### src/rtl/parking_pkg.sv
// Shared encodings, FSM state type and the slot-to-route ROM for the parking
// sequencers (entry-side route sequencer and the exit-gate sequencer).
package parking_pkg;

  localparam int HOP_W      = 2;
  localparam int ROM_HOPS   = 4;
  localparam int ROM_PATH_W = HOP_W * ROM_HOPS;

  localparam logic [1:0] DIR_N = 2'b00;
  localparam logic [1:0] DIR_W = 2'b01;
  localparam logic [1:0] DIR_E = 2'b10;
  localparam logic [1:0] DIR_S = 2'b11;

  localparam logic [1:0] TURN_NONE = 2'b00;
  localparam logic [1:0] TURN_C1   = 2'b01;
  localparam logic [1:0] TURN_C2   = 2'b10;
  localparam logic [1:0] TURN_C3   = 2'b11;

  typedef enum logic [2:0] {
    ST_IDLE,
    ST_LOAD,
    ST_ROUTE,
    ST_DONE,
    ST_ERR
  } seq_state_e;

  // Routes are packed first hop in the MSBs; a 00 code ends the route early.
  function automatic logic [ROM_PATH_W-1:0] route_for_slot(input int unsigned slot);
    logic [ROM_PATH_W-1:0] path;
    case (slot)
      0:       path = 8'b00_00_00_00;
      1:       path = 8'b11_00_00_00;
      2:       path = 8'b10_01_11_00;
      3:       path = 8'b01_10_00_00;
      4:       path = 8'b11_11_00_00;
      5:       path = 8'b01_01_10_11;
      6:       path = 8'b10_00_00_00;
      7:       path = 8'b11_10_01_00;
      default: path = '0;
    endcase
    return path;
  endfunction

endpackage

### src/rtl/hop_timer.sv
// Stall watchdog: counts enabled cycles since the last clear and flags the
// cycle in which the count sits at TIMEOUT-1. Never wraps.
module hop_timer #(
  parameter int TIMEOUT = 255,
  parameter int TMR_W   = 8
) (
  input  logic clk,
  input  logic rst_n,
  input  logic clear,
  input  logic enable,
  output logic expire
);

  localparam logic [TMR_W-1:0] LAST = TMR_W'(TIMEOUT - 1);

  logic [TMR_W-1:0] count_q;
  logic [TMR_W-1:0] count_d;

  always_comb begin
    count_d = count_q;
    if (clear) begin
      count_d = '0;
    end else if (enable && (count_q != LAST)) begin
      count_d = count_q + 1'b1;
    end
  end

  always_ff @(posedge clk or negedge rst_n) begin
    if (!rst_n) begin
      count_q <= '0;
    end else begin
      count_q <= count_d;
    end
  end

  assign expire = (count_q == LAST);

endmodule

### src/rtl/route_sequencer.sv
// Turns a slot request into a packed route and feeds the 4-way junction one
// hop at a time, tracking heading, arrival and stalled cars.
module route_sequencer
  import parking_pkg::*;
#(
  parameter int SLOT_W  = 3,
  parameter int HOPS    = 4,
  parameter int TIMEOUT = 255,
  parameter int TMR_W   = 8
) (
  input  logic                clk,
  input  logic                rst_n,
  input  logic                req_valid,
  input  logic [SLOT_W-1:0]   req_slot,
  output logic                req_ready,
  input  logic [1:0]          entry_dir,
  output logic [2*HOPS-1:0]   path_data,
  output logic [1:0]          input_dir,
  input  logic [1:0]          junc_out_dir,
  input  logic                hop_pass,
  input  logic                clear_err,
  output logic                busy,
  output logic                arrived,
  output logic                timeout_err,
  output logic [2:0]          hop_cnt
);

  localparam int PATH_W = HOP_W * HOPS;

  seq_state_e        state_q, state_d;
  logic [SLOT_W-1:0] slot_q, slot_d;
  logic [1:0]        heading_q, heading_d;
  logic [PATH_W-1:0] path_q, path_d;
  logic [2:0]        hop_cnt_q, hop_cnt_d;

  logic [PATH_W-1:0] romPath;
  logic [PATH_W-1:0] pathShifted;
  logic [2:0]        hopNext;
  logic              tmrClear;
  logic              tmrEnable;
  logic              tmrExpire;

  // The ROM is laid out for the default hop count; other HOPS values resize it.
  assign romPath     = PATH_W'(route_for_slot(32'(slot_q)));
  assign pathShifted = path_q << HOP_W;
  assign hopNext     = (hop_cnt_q == 3'(HOPS)) ? hop_cnt_q : hop_cnt_q + 3'd1;

  hop_timer #(
    .TIMEOUT (TIMEOUT),
    .TMR_W   (TMR_W)
  ) u_hop_timer (
    .clk    (clk),
    .rst_n  (rst_n),
    .clear  (tmrClear),
    .enable (tmrEnable),
    .expire (tmrExpire)
  );

  always_comb begin
    state_d     = state_q;
    slot_d      = slot_q;
    heading_d   = heading_q;
    path_d      = path_q;
    hop_cnt_d   = hop_cnt_q;
    tmrClear    = 1'b0;
    tmrEnable   = 1'b0;
    req_ready   = 1'b0;
    busy        = 1'b0;
    arrived     = 1'b0;
    timeout_err = 1'b0;
    path_data   = '0;
    input_dir   = DIR_N;

    case (state_q)
      ST_IDLE: begin
        req_ready = 1'b1;
        tmrClear  = 1'b1;
        if (req_valid) begin
          slot_d    = req_slot;
          heading_d = entry_dir;
          state_d   = ST_LOAD;
        end
      end

      ST_LOAD: begin
        busy      = 1'b1;
        path_d    = romPath;
        hop_cnt_d = '0;
        tmrClear  = 1'b1;
        state_d   = (romPath[PATH_W-1 -: HOP_W] == TURN_NONE) ? ST_DONE : ST_ROUTE;
      end

      ST_ROUTE: begin
        busy      = 1'b1;
        path_data = path_q;
        input_dir = heading_q;
        tmrEnable = 1'b1;
        // A pass on the expiry cycle still counts: the car made it.
        if (hop_pass) begin
          heading_d = junc_out_dir;
          path_d    = pathShifted;
          hop_cnt_d = hopNext;
          tmrClear  = 1'b1;
          if ((pathShifted[PATH_W-1 -: HOP_W] == TURN_NONE) || (hopNext == 3'(HOPS))) begin
            state_d = ST_DONE;
          end
        end else if (tmrExpire) begin
          state_d = ST_ERR;
        end
      end

      ST_DONE: begin
        arrived = 1'b1;
        state_d = ST_IDLE;
      end

      ST_ERR: begin
        busy        = 1'b1;
        timeout_err = 1'b1;
        if (clear_err) begin
          state_d = ST_IDLE;
        end
      end

      default: begin
        state_d = ST_IDLE;
      end
    endcase
  end

  always_ff @(posedge clk or negedge rst_n) begin
    if (!rst_n) begin
      state_q   <= ST_IDLE;
      slot_q    <= '0;
      heading_q <= DIR_N;
      path_q    <= '0;
      hop_cnt_q <= '0;
    end else begin
      state_q   <= state_d;
      slot_q    <= slot_d;
      heading_q <= heading_d;
      path_q    <= path_d;
      hop_cnt_q <= hop_cnt_d;
    end
  end

  assign hop_cnt = hop_cnt_q;

endmodule

### config.mk
export PLATFORM = sky130hd
export DESIGN_NAME = route_sequencer
export DESIGN_NICKNAME = d
export VERILOG_FILES = /design/src/rtl/parking_pkg.sv /design/src/rtl/hop_timer.sv /design/src/rtl/route_sequencer.sv
export SDC_FILE = /design/constraint.sdc
export NUM_CORES = 1
export LEC_CHECK = 0
export BUFFER_PORTS_ARGS = -buffer_cell sky130_fd_sc_hd__clkbuf_2
export CAP_MARGIN = 10
export CORE_AREA = 2 2 68 70
export CTS_CLUSTER_DIAMETER = 120
export DETAILED_ROUTE_END_ITERATION = 10
export DIE_AREA = 0 0 70 72
export PLACE_DENSITY = 0.56
export SYNTH_ARGS = -nofsm -noshare
export SYNTH_HDL_FRONTEND = slang
export SYNTH_SLANG_ARGS = --single-unit
### constraint.sdc
create_clock -name clk -period 1.8 [get_ports clk]
set_clock_uncertainty 0.2 [all_clocks]
set_input_delay 0.18 -clock clk [delete_from_list [all_inputs] [get_ports clk]]
set_output_delay 0.18 -clock clk [all_outputs]
set_load 0.02 [all_outputs]
==> impl_results.md <==
* Status: complete, but fails checks
* Failing checks: negative setup slack
* CTS sink count at 26
* Vias in the first global route at between 1000 and 1500
* Die H at just over 70 um
* Cell area power density at 1620 nW/um2
* Syn Inst Count at 169
* Most common cell after layout, fill and taps aside: buf_4
* Ant. Diodes at 0
* Post-Route WL at between 4 and 5 mm
* Worst min-delay path startpoint: junc_out_dir[0]
* Rows at 24
* Iter 0 DRT Violations at 76
* Crit Path Max Fanout at 5
* IO Count at 29
* HPWL Detailed at 2.70 mm
* I/O Buffers at 28
* RSZ-0062 raised after global routing: true
* # fillers at 369
* Sequential Area at 653 um2
* Critical path type: register to output pin
* VDD IR max at 0.000784 V
* Area grow syn2layout at 54.6%
* Antenna-violating nets left at 0
* Sequential fraction of the synthesis area at 42.1%
* Max-Slew Margin vs Limit at 54.9%
* Final nets at 253
* Total negative slack at -0.827 ns
* H-tree Lvls at 1
* Clk slew on worst S/H paths at 0.09 ns
* Skew-Pair Late Insertion Delay at 0.28 ns
* CTS Buffer Depth at 2
* Clock power share at 10.1%
* Logic pwr share at 65.5%
* Most frequent cells in the layout: buf_4 (25), dfrtp_1 (24), clkbuf_2 (16)
* Final setup violation count at 10
* TritonCTS clock tree: built
* DR vias/cell at 5.44
* Root Driver: clkbuf_8
* Layout cells sized above 1 at about 45%
* Peak Freq at 525 MHz
* DIE AREA at 5040 um2
* First-pass GRT wire length at 6.78 mm
* Int Pwr at about 2.2 mW
* CP startpoint kind: register
* CTS buffer count at 3
* Hold depth at 3
* Setup WS pre-CTS at -0.0439 ns
* Syn avg cell area at 9.14 um2
* Slew Viols, Final at 0
* Final setup margin at -0.105 ns
* Total core area at 4260 um2
* Switching power at 1.64 mW
* Critical path arrival at 1.53 ns
* Post-synthesis cell type count at 41
* Post-Synthesis Cell Area at 1550 um2
* # DRC at 0
* Worst Tran Pin Value at between 0.6 and 0.7 ns
* Synthesized flop and latch total at 26
* YS warnings at 0
* Initial core utilization at 36.2%
* WL/cell at 15.7 um
* R2R depth at 5
* Max Cap Violations at 0
* LEAKAGE at 1.06 nW
* CP Capture Type: output pin
* Die W at 70 um
* Post-Syn Nets at 190
* HP Class: input pin to register
* Initial antenna violation count at 0
* Largest net degree at the start of global routing at 27
* Gr ovfl total at 0
* Fin. Hold Viols at 0
* Setup crit start: state_q[2]
* GP Congestion at 0.829
* Reg2reg start: hop_cnt[0]
* Tcrit/Tclk final at 106%
* Hold_ws at 0.0140 ns
* Switching part of the total at 42.4%
* WP data required at 1.42 ns
* GRT Resource Usage Total at roughly 17%
* Sequential power share at 24.3%
* Final Critical Period at 1.91 ns
* Drt pass-1 iters at 4
* Detailed-route via count at 1540
* Multi-input gate area at 997 um2
==> synthesized netlist by cell type (all sizes together) <==
cell,instances,area (um2)
nor3,4,20.0
or3,1,6.26
buf,4,21.3
o22ai,4,25.0
nand3,8,40.0
nand3b,3,22.5
or3b,2,17.5
and2,8,50.1
clkbuf,5,18.8
a31oi,4,25.0
o32a,1,10.0
xnor2,3,26.3
inv,10,37.5
o21ai,11,55.1
nor2b,1,6.26
o211ai,1,7.51
nor4,1,6.26
xor2,2,17.5
nand4,2,12.5
mux2,4,45.0
a211oi,3,22.5
a21oi,11,55.1
and4,1,8.76
nor3b,2,20.0
mux2i,1,10.0
nand2,12,45.0
nor2,10,37.5
and3,1,6.26
dfrtp,26,651
a311oi,1,8.76
o31ai,4,30.0
o21a,1,7.51
and3b,1,8.76
or4,1,7.51
a21o,1,7.51
ha,9,113
nand2b,3,18.8
o2bb2ai,2,17.5
==> flip-flops by register name, indices dropped and copies added, names as in the netlist <==
name,flops
slot_q,3
hop_cnt,3
heading_q,2
path_q,7
u_hop_timer.count_q,8
state_q,3
==> worst max-delay path: stages (launching register included) <==
cell and delay (ns):
dfrtp_1 0.42, buf_6 0.13, nor3b_4 0.26, buf_6 0.16, and2_4 0.17, buf_8 0.11
==> timing repair <==
item                                   in CTS  in global routing
cloned                                      1                  1
endpoints found under the hold margin      31                  1
resized for setup                          45                 45
setup buffers                               9                  6
setup endpoints to repair                  12                 27
hold buffers                                6                  1
pin swaps                                   7                 10
==> per-layer routing <==
layer,GRT usage [%],part of all wire (%),vias to the layer above
met4,5.77,3.2,0
li1,-,-,730
met2,31.1,54,38
met5,0,0,-
met3,2.50,3.4,17
met1,20.0,39,755
==> per-stage QoR <==
step                total power [mW]  instances  instance area, um2  util, %
global route                    4.11        283                2390     56.0
detailed placement              2.60        257                1850     43.4
CTS                             3.42        277                2200     51.6
floorplan                       2.02        169                1560        -
finish                          3.88        283                2390     56.0
global placement                2.55        257                1850     43.4
==> cells by family (layout without fill, tap and decap cells) <==
group,Yosys count,count (layout),synth area share (%)
mux,5,5,3.56
flops,26,26,42.1
simple gates,61,61,21.6
compound gates,44,45,17.6
xor+xnor,5,5,2.83
fa+ha+maj,9,9,7.29
buf+inv,19,80,5.02
==> path summary, 6_finish.rpt <==
kind	endpoint	slack [ns]
min reg2reg	path_q[6]	0.29
min in group asynchronous	state_q[0]	0.26
min	heading_q[0]	0.01
max in group asynchronous	hop_cnt[0]	0.67
max	path_data[1]	-0.11
max reg2reg	state_q[0]	0.02
==> power by group through the flow <==
stage          clock, mW  sequential (mW)  combinational (mW)
4_1_cts            0.390            0.922                2.11
2_1_floorplan          0            0.918                1.10
3_5_place_dp           0            0.919                1.69
5_1_grt            0.421            0.971                2.72
6_report           0.393            0.944                2.54
3_3_place_gp           0            0.907                1.64
==> final cells by class <==
| class | instances | share of cell area, % |
|---|---|---|
| clock buffers | 4 | 2.30 |
| inverters | 10 | 1.68 |
| multi-input cells | 125 | 41.7 |
| flip-flops and latches | 26 | 27.3 |
| well taps | 52 | 2.72 |
| repair buffers | 66 | 24.2 |
Note: power is estimated with default switching activity, not from simulation.
